**config.mk**
```make
export PLATFORM = sky130hd
export DESIGN_NAME = unidad_de_control_multiciclo
export DESIGN_NICKNAME = d
export VERILOG_FILES = /design/src/rtl/mips_control_pkg.sv /design/src/rtl/unidad_de_control_multiciclo_salidas.sv /design/src/rtl/unidad_de_control_multiciclo.sv
export SDC_FILE = /design/constraint.sdc
export NUM_CORES = 1
export LEC_CHECK = 0
export BUFFER_PORTS_ARGS = -buffer_cell sky130_fd_sc_hd__buf_2
export CORE_MARGIN = 4
export CORE_UTILIZATION = 42
export CTS_BUF_LIST = sky130_fd_sc_hd__clkbuf_8
export DETAILED_ROUTE_END_ITERATION = 12
export PLACE_DENSITY = 0.77
export SYNTH_ARGS = -nofsm -noshare
export SYNTH_HDL_FRONTEND = slang
export SYNTH_SLANG_ARGS = --single-unit
export TNS_END_PERCENT = 1
```
**constraint.sdc**
```tcl
create_clock -name clk -period 1.3 [get_ports clk]
set_input_delay 0.065 -clock clk [delete_from_list [all_inputs] [get_ports clk]]
set_output_delay 0.065 -clock clk [all_outputs]
set_load 0.005 [all_outputs]
```
**src/rtl/mips_control_pkg.sv**
```systemverilog
// -----------------------------------------------------------------------------
// mips_control_pkg
// Shared definitions for the multicycle MIPS control path: opcode constants,
// FSM state encodings, alu_op codes (also consumed by the ALU control decoder),
// and the alu_src_b / pc_source mux select codes.
// Optional feature macro: UCMC_JUMP_EN (adds the JUMP state for opcode 000010).
// -----------------------------------------------------------------------------
package mips_control_pkg;

  // Opcodes, instruction bits [31:26]
  localparam logic [5:0] OP_RTYPE = 6'b000000;
  localparam logic [5:0] OP_LW    = 6'b100011;
  localparam logic [5:0] OP_SW    = 6'b101011;
  localparam logic [5:0] OP_BEQ   = 6'b000100;
  localparam logic [5:0] OP_ADDI  = 6'b001000;
  localparam logic [5:0] OP_ANDI  = 6'b001100;
  localparam logic [5:0] OP_ORI   = 6'b001101;
  localparam logic [5:0] OP_SLTI  = 6'b001010;
  localparam logic [5:0] OP_J     = 6'b000010;

  // FSM states; the numeric values are visible on the debug state port
  typedef enum logic [3:0] {
    ST_FETCH  = 4'd0,
    ST_DECODE = 4'd1,
    ST_MEMADR = 4'd2,
    ST_MEMRD  = 4'd3,
    ST_MEMWB  = 4'd4,
    ST_MEMWR  = 4'd5,
    ST_REX    = 4'd6,
    ST_RWB    = 4'd7,
    ST_BEQ    = 4'd8,
    ST_IEX    = 4'd9,
    ST_IWB    = 4'd10,
`ifdef UCMC_JUMP_EN
    ST_JUMP   = 4'd11,
`endif
    ST_TRAP   = 4'd12
  } state_t;

  // alu_op codes shared with the ALU control decoder
  localparam logic [2:0] ALU_ADD   = 3'b000;
  localparam logic [2:0] ALU_SUB   = 3'b001;
  localparam logic [2:0] ALU_FUNCT = 3'b010;
  localparam logic [2:0] ALU_OR    = 3'b011;
  localparam logic [2:0] ALU_SLT   = 3'b100;
  localparam logic [2:0] ALU_AND   = 3'b101;

  // alu_src_b selects
  localparam logic [1:0] SRCB_REG     = 2'b00;
  localparam logic [1:0] SRCB_FOUR    = 2'b01;
  localparam logic [1:0] SRCB_IMM     = 2'b10;
  localparam logic [1:0] SRCB_IMM_SH2 = 2'b11;

  // pc_source selects
  localparam logic [1:0] PCSRC_ALU    = 2'b00;
  localparam logic [1:0] PCSRC_ALUOUT = 2'b01;
  localparam logic [1:0] PCSRC_JUMP   = 2'b10;

  // ALU operation for the immediate-arithmetic group
  function automatic logic [2:0] itype_alu_op(input logic [5:0] op);
    logic [2:0] res;
    case (op)
      OP_ANDI: res = ALU_AND;
      OP_ORI:  res = ALU_OR;
      OP_SLTI: res = ALU_SLT;
      default: res = ALU_ADD;
    endcase
    return res;
  endfunction

endpackage

```
**src/rtl/unidad_de_control_multiciclo_salidas.sv**
```systemverilog
// -----------------------------------------------------------------------------
// salidas_control_multiciclo
// Combinational state-to-output decoder for the multicycle control FSM.
// Inputs : state (current FSM state), opcode (IR[31:26]), mem_ready, zero,
//          reset (forces every strobe low while high).
// Outputs: all datapath enables and mux selects, alu_op, illegal.
// Optional feature macro: UCMC_JUMP_EN (decodes the JUMP state).
// -----------------------------------------------------------------------------
module salidas_control_multiciclo
  import mips_control_pkg::*;
(
  input  logic [3:0] state,
  input  logic [5:0] opcode,
  input  logic       mem_ready,
  input  logic       zero,
  input  logic       reset,
  output logic       pc_en,
  output logic       i_or_d,
  output logic       mem_read,
  output logic       mem_write,
  output logic       ir_write,
  output logic       reg_dst,
  output logic       mem_to_reg,
  output logic       reg_write,
  output logic       alu_src_a,
  output logic [1:0] alu_src_b,
  output logic [1:0] pc_source,
  output logic [2:0] alu_op,
  output logic       illegal
);

  logic pc_write;
  logic branch;
  logic mem_read_c;
  logic mem_write_c;
  logic ir_write_c;
  logic reg_write_c;

  // Moore decode of state; only FETCH looks at mem_ready and only BEQ at zero
  always_comb begin
    pc_write    = 1'b0;
    branch      = 1'b0;
    mem_read_c  = 1'b0;
    mem_write_c = 1'b0;
    ir_write_c  = 1'b0;
    reg_write_c = 1'b0;
    i_or_d      = 1'b0;
    reg_dst     = 1'b0;
    mem_to_reg  = 1'b0;
    alu_src_a   = 1'b0;
    alu_src_b   = SRCB_REG;
    pc_source   = PCSRC_ALU;
    alu_op      = ALU_ADD;
    illegal     = 1'b0;
    case (state)
      ST_FETCH: begin
        mem_read_c = 1'b1;
        alu_src_b  = SRCB_FOUR;
        // PC+4 and IR capture happen only on the cycle memory delivers
        ir_write_c = mem_ready;
        pc_write   = mem_ready;
      end
      ST_DECODE: alu_src_b = SRCB_IMM_SH2;
      ST_MEMADR: begin
        alu_src_a = 1'b1;
        alu_src_b = SRCB_IMM;
      end
      ST_MEMRD: begin
        mem_read_c = 1'b1;
        i_or_d     = 1'b1;
      end
      ST_MEMWB: begin
        reg_write_c = 1'b1;
        mem_to_reg  = 1'b1;
      end
      ST_MEMWR: begin
        mem_write_c = 1'b1;
        i_or_d      = 1'b1;
      end
      ST_REX: begin
        alu_src_a = 1'b1;
        alu_op    = ALU_FUNCT;
      end
      ST_RWB: begin
        reg_write_c = 1'b1;
        reg_dst     = 1'b1;
      end
      ST_BEQ: begin
        alu_src_a = 1'b1;
        alu_op    = ALU_SUB;
        branch    = 1'b1;
        pc_source = PCSRC_ALUOUT;
      end
      ST_IEX: begin
        alu_src_a = 1'b1;
        alu_src_b = SRCB_IMM;
        alu_op    = itype_alu_op(opcode);
      end
      ST_IWB: reg_write_c = 1'b1;
`ifdef UCMC_JUMP_EN
      ST_JUMP: begin
        pc_write  = 1'b1;
        pc_source = PCSRC_JUMP;
      end
`endif
      ST_TRAP: illegal = 1'b1;
      default: illegal = 1'b0;
    endcase

    if (reset) begin
      pc_en     = 1'b0;
      mem_read  = 1'b0;
      mem_write = 1'b0;
      ir_write  = 1'b0;
      reg_write = 1'b0;
    end else begin
      pc_en     = pc_write | (branch & zero);
      mem_read  = mem_read_c;
      mem_write = mem_write_c;
      ir_write  = ir_write_c;
      reg_write = reg_write_c;
    end
  end

endmodule

```
**src/rtl/unidad_de_control_multiciclo.sv**
```systemverilog
// -----------------------------------------------------------------------------
// unidad_de_control_multiciclo
// Multicycle main control FSM for the MIPS datapath. Holds the state register
// and next-state logic; outputs come from salidas_control_multiciclo.
// Inputs : clk, reset (sync, active-high), opcode (IR[31:26]), zero (ALU flag),
//          mem_ready (memory completes the access this cycle).
// Outputs: pc_en, i_or_d, mem_read, mem_write, ir_write, reg_dst, mem_to_reg,
//          reg_write, alu_src_a, alu_src_b[1:0], pc_source[1:0], alu_op[2:0],
//          state[3:0] (debug), illegal (high in TRAP).
// Optional feature macro: UCMC_JUMP_EN (opcode 000010 executes as a jump;
//          otherwise it traps).
// -----------------------------------------------------------------------------
module unidad_de_control_multiciclo
  import mips_control_pkg::*;
(
  input  logic       clk,
  input  logic       reset,
  input  logic [5:0] opcode,
  input  logic       zero,
  input  logic       mem_ready,
  output logic       pc_en,
  output logic       i_or_d,
  output logic       mem_read,
  output logic       mem_write,
  output logic       ir_write,
  output logic       reg_dst,
  output logic       mem_to_reg,
  output logic       reg_write,
  output logic       alu_src_a,
  output logic [1:0] alu_src_b,
  output logic [1:0] pc_source,
  output logic [2:0] alu_op,
  output logic [3:0] state,
  output logic       illegal
);

  state_t state_q;
  state_t state_d;

  // Next-state sequencing; unknown encodings fall into TRAP
  always_comb begin
    state_d = state_q;
    case (state_q)
      ST_FETCH: begin
        if (mem_ready) state_d = ST_DECODE;
        else           state_d = ST_FETCH;
      end
      ST_DECODE: begin
        case (opcode)
          OP_LW, OP_SW:                     state_d = ST_MEMADR;
          OP_RTYPE:                         state_d = ST_REX;
          OP_BEQ:                           state_d = ST_BEQ;
          OP_ADDI, OP_ANDI, OP_ORI, OP_SLTI: state_d = ST_IEX;
`ifdef UCMC_JUMP_EN
          OP_J:                             state_d = ST_JUMP;
`endif
          default:                          state_d = ST_TRAP;
        endcase
      end
      ST_MEMADR: begin
        if (opcode == OP_SW) state_d = ST_MEMWR;
        else                 state_d = ST_MEMRD;
      end
      ST_MEMRD: begin
        if (mem_ready) state_d = ST_MEMWB;
        else           state_d = ST_MEMRD;
      end
      ST_MEMWR: begin
        if (mem_ready) state_d = ST_FETCH;
        else           state_d = ST_MEMWR;
      end
      ST_MEMWB: state_d = ST_FETCH;
      ST_REX:   state_d = ST_RWB;
      ST_RWB:   state_d = ST_FETCH;
      ST_BEQ:   state_d = ST_FETCH;
      ST_IEX:   state_d = ST_IWB;
      ST_IWB:   state_d = ST_FETCH;
`ifdef UCMC_JUMP_EN
      ST_JUMP:  state_d = ST_FETCH;
`endif
      ST_TRAP:  state_d = ST_TRAP;
      default:  state_d = ST_TRAP;
    endcase
  end

  // State register with synchronous reset
  always_ff @(posedge clk) begin
    if (reset) state_q <= ST_FETCH;
    else       state_q <= state_d;
  end

  assign state = state_q;

  salidas_control_multiciclo u_salidas (
    .state      (state_q),
    .opcode     (opcode),
    .mem_ready  (mem_ready),
    .zero       (zero),
    .reset      (reset),
    .pc_en      (pc_en),
    .i_or_d     (i_or_d),
    .mem_read   (mem_read),
    .mem_write  (mem_write),
    .ir_write   (ir_write),
    .reg_dst    (reg_dst),
    .mem_to_reg (mem_to_reg),
    .reg_write  (reg_write),
    .alu_src_a  (alu_src_a),
    .alu_src_b  (alu_src_b),
    .pc_source  (pc_source),
    .alu_op     (alu_op),
    .illegal    (illegal)
  );

endmodule

```
Word-level counts from Yosys, hierarchy flattened --
Cells that the tools add are included.
Word-level totals: bits in latches 0, bits in writable memories 0, logic and storage cells 56, memories 0, output and inout bits 21, ROM bits 0, input port bits 10, register bits 4
Operators by class: equal/unequal tests 18, shifts and indexed selects 0, bitwise gates (word level) 2, divide/modulo/power cells 0, $mul 0, magnitude comparators 0, add/subtract/negate cells 0, multiplexer cells 25, reductions and logical operators 10
Operators by type and width (count):
- $pmux 4 s8 | 1
- $eq 6x4->1 const B | 4
- $pmux 3 s3 | 2
- $mux 1 | 17
- $eq 4x3->1 const B | 4
- $eq 4x4->1 const B | 4
- $pmux 4 s4 | 1
- $eq 6x6->1 const B | 2
- $reduce_or 4->1 | 3
- $mux 3 | 3
- $eq 4x2->1 const B | 2
- $reduce_or 2->1 | 4
- $eq 6x3->1 const B | 1
- $logic_not 6->1 | 1
- $pmux 2 s3 | 1
- $eq 4x1->1 const B | 1
- $logic_not 4->1 | 1
- $reduce_or 3->1 | 1
- $and 1x1->1 | 1
- $or 1x1->1 | 1

Longest topological paths before layout --
depth in word-level cells 5, mapped depth 5, gate-level depth less buffers 4

Modules after synthesis --
From an unflattened synthesis, not the netlist that was laid out.
Unflattened totals: cell total of the unflattened synthesis 86, area total of the unflattened synthesis 614.3 µm²
Modules (own cells, without submodules):
- unidad_de_control_multiciclo | cells each 44, area an instance 330.3 µm², instances 1
- salidas_control_multiciclo | cells each 42, area an instance 284.0 µm², instances 1

Least setup slack after synthesis --
No wires, ideal clock.
path type reg2reg, start reg state_q[1] (netlist: state[1]), end reg state_q[2] (netlist: state[2]), arrival time 1126 ps, setup slack 39 ps, cell stages (with the launch flop) 6, path buffers 1, setup time 134 ps, cell sequence dfxtp_1 > buf_6 > nand2b_1 > o21ai_1 > a221oi_2 > a211oi_2
Between the ends: cells in the longest elaborated chain, start to end 3, elaborated cells on any way between the ends 13
RTL lines:
- start, declared | line unidad_de_control_multiciclo.sv:37 | state_t state_q;
- start signal, assigned | line unidad_de_control_multiciclo.sv:89 | else state_q <= state_d;
- $eq 4x4->1 or $eq 4x3->1 (tied branches) | line unidad_de_control_multiciclo.sv:43 | case (state_q)
- $reduce_or 4->1 (no line)
- $pmux 4 s8 * | line unidad_de_control_multiciclo.sv:43
Every way passes the cells marked *; elsewhere a longest branch is shown, timed or not. A chain may end at the register's enable or synchronous reset.

Worst setup path in the final report --
start reg state_q[0] (netlist: state[0]), end out alu_op[1]
Between the ends: cells in the longest elaborated chain, start to end 2, elaborated cells on any way between the ends 4
RTL lines:
- $eq 4x4->1 or $eq 4x3->1 (tied branches) | line unidad_de_control_multiciclo_salidas.sv:55 | case (state)
- $pmux 3 s3 * | line unidad_de_control_multiciclo_salidas.sv:55
- end, declared | line unidad_de_control_multiciclo.sv:32 | output logic [2:0] alu_op,
Marks and branches as above.

==> impl_metrics.tcl <==
set metrics [dict create \
    synth_cell_type_count 44 \
    viasPerCell 5.89 \
    slew_viol_final 0 \
    finalHoldViolations 0 \
    grt_pass1_vias 709 \
    cts.clk_slew.worst_paths_ns 0.03 \
    dieArea_um2 2150 \
    drt_iter0_drc 18 \
    synth_seq_cells 4 \
    rsz0062_at_grt "yes" \
    areaGrowthSynthToFinish_pct 54.7 \
    p_seq_frac 0.196 \
    layout.nets 135 \
    busiest_layer "met2" \
    p_per_area_nw_per_um2 787 \
    synth_top_cell_by_area "dfxtp_1" \
    synth-async-reset-ratio 0 \
    peakVddDrop_mv 0.363 \
    port_buffers 29 \
    die_y_um 46.4 \
    netSwitchingPower_mw 0.261 \
    grt_overflow 0 \
    via_count 813 \
    diodes 0 \
    grtUsageMet3 0.0391 \
    regArea_um2 92.6 \
    synth_top_area_frac 0.129 \
    period_share 1.08 \
    grt_pass1_wl_um 3190 \
    largest_reg_flops 4 \
    place.gp.congestion 0.803 \
    core.rowCount 13 \
    netlist_area_um2 619 \
    cts_made_buffers 3 \
    critPathMaxFanout 5 \
    violations "negative setup slack" \
    clockBufferDepth 2 \
    finalCriticalPeriod_ns 1.40 \
    wl_per_cell_um 15.7 \
    fin_total_pwr_mw 0.754 \
    synthFlopType "dfxtp_1" \
    max_cap_violations 0 \
    hold_class "input pin to register" \
    p_int_mw 0.493 \
    gr-usage-met2 0.310 \
    dp_hpwl_um 1310 \
    start_util 0.459 \
    setup.worst_path.end_class "output port" \
    skew_ns 0.000836 \
    p_sw_frac 0.347 \
    globalRouteMet1Util 0.276 \
    multi_input_area_um2 544 \
    drc 0 \
    grt_max_degree 17 \
    h-tree-depth 1 \
    crit_type "register to output port" \
    drive_gt1_frac 0.545 \
    synth_fp_nets 97 \
    outcome "complete, but fails checks" \
    track_usage 0.206 \
    synthTopCellsByArea "dfxtp_1, nand2b_1, nor2_1" \
    seq_area_frac_synth 0.129 \
    setup_viol 9 \
    syn_inst 87 \
    boundaryPins 31 \
    tritoncts "yes" \
    clock-sinks 4 \
    antenna_found_initial 0 \
    required_ns 1.24 \
    ant_nets 0 \
    yosys_warnings 0 \
    cp.arrival_ns 1.34 \
    tns_ns -0.353 \
    synth_edf_count 0 \
    max_freq_mhz 714 \
    dieWidth_um 46.4 \
    synth_area_per_cell_um2 7.12 \
    firstDrtPassIters 4 \
    startpoint_type "register" \
    power_frac_comb 0.433 \
    power_frac_clock 0.370 \
    final_critical_path_setup_slack_ns -0.101 \
    leakagePower_nw 0.433 \
    cts-root-buf "clkbuf_8" \
    num-fill-cells 107 \
    clock_latency_ns 0.22 \
    wirelength_um 2170 \
    core-area_um2 1350 \
]
==> what timing repair did <==
item | CTS | global route
pin swaps | 2 | 2
buffers inserted | 2 | 4
resized for setup | 14 | 10
endpoints found under the setup margin | 11 | 14
hold buffers | 0 | 0
hold endpoints to repair | 0 | 0
==> power groups by stage <==
stage                     registers [mW]  logic (mW)  clock network [mW]
after global routing               0.149       0.354               0.294
after global placement             0.144       0.255                   0
final                              0.148       0.327               0.279
after detailed placement           0.145       0.257                   0
after floorplan                    0.142       0.163                   0
after CTS                          0.143       0.285               0.280
==> placed cells by master (no fill, tap or decap), types with 3 or more instances in the layout <==
master     n
buf_4      9
a211oi_2   3
nor2_1    10
nand2b_1   4
nand2_1    3
nor3_1     3
buf_6      4
o21ai_0    4
dfxtp_4    3
buf_2     29
clkbuf_8   3
a21oi_1    4
o21ai_1    3
==> synth_stat cells, types with 3 or more instances <==
cell and count:
buf_2 4, o21ai_0 4, nor4_1 3, o21ai_1 3, a211oi_2 3, dfxtp_1 4
nor2_1 11, nor3_1 4, nand2b_1 7, a21oi_1 4, nand2_1 4
==> stage by stage <==
stage	worst slack (ns)	hold slack (ns)	cells	cell area, um^2	util
2_1_floorplan	0.0391	0.165	87	619	-
3_3_place_gp	0.0662	0.367	129	782	0.579
3_5_place_dp	0.0307	0.370	129	782	0.579
4_1_cts	-0.0601	0.130	134	888	0.658
5_1_grt	-0.155	0.180	138	958	0.710
6_report	-0.101	0.163	138	958	0.710
==> worst max-delay path, cell delays in order (launching register included) <==
cell,delay (ns)
dfxtp_4,0.36
nor2b_4,0.15
nand3_2,0.09
or3_1,0.31
o21ai_1,0.07
buf_2,0.12
==> final timing paths <==
kind	from	end	slack, ns	cells after the start
max reg2reg	state[0]	state[0]	-0.02	6
min	reset	state[0]	0.16	2
max	state[0]	alu_op[1]	-0.10	5
min reg2reg	state[3]	state[0]	0.64	2
==> cell families (layout without fill, tap and decap cells) <==
kind of cell,count (synthesis),count (layout),synth area share
other,1,1,0.00605
buffers and inverters,10,46,0.0929
muxes,1,1,0.0162
DFF,4,4,0.129
and+or+nand+nor,43,43,0.410
AOI/OAI and AO/OA,26,26,0.317
xor gates and xnor gates,2,2,0.0283
==> cell type report <==
type | instances | share of cell area
inverter | 1 | 0.00392
multi-input combinational | 73 | 0.568
tap | 15 | 0.0196
clock buffer | 3 | 0.0431
sequential | 4 | 0.0966
timing repair buffer | 42 | 0.269
==> layer usage <==
metal,up-vias,share of wire,routed length [um]
li1,400,-,-
met1,376,0.43,927
met2,32,0.49,1060
met3,5,0.068,148
met4,0,0.018,39
met5,-,0,0
Power figures use the tool's default switching activity.
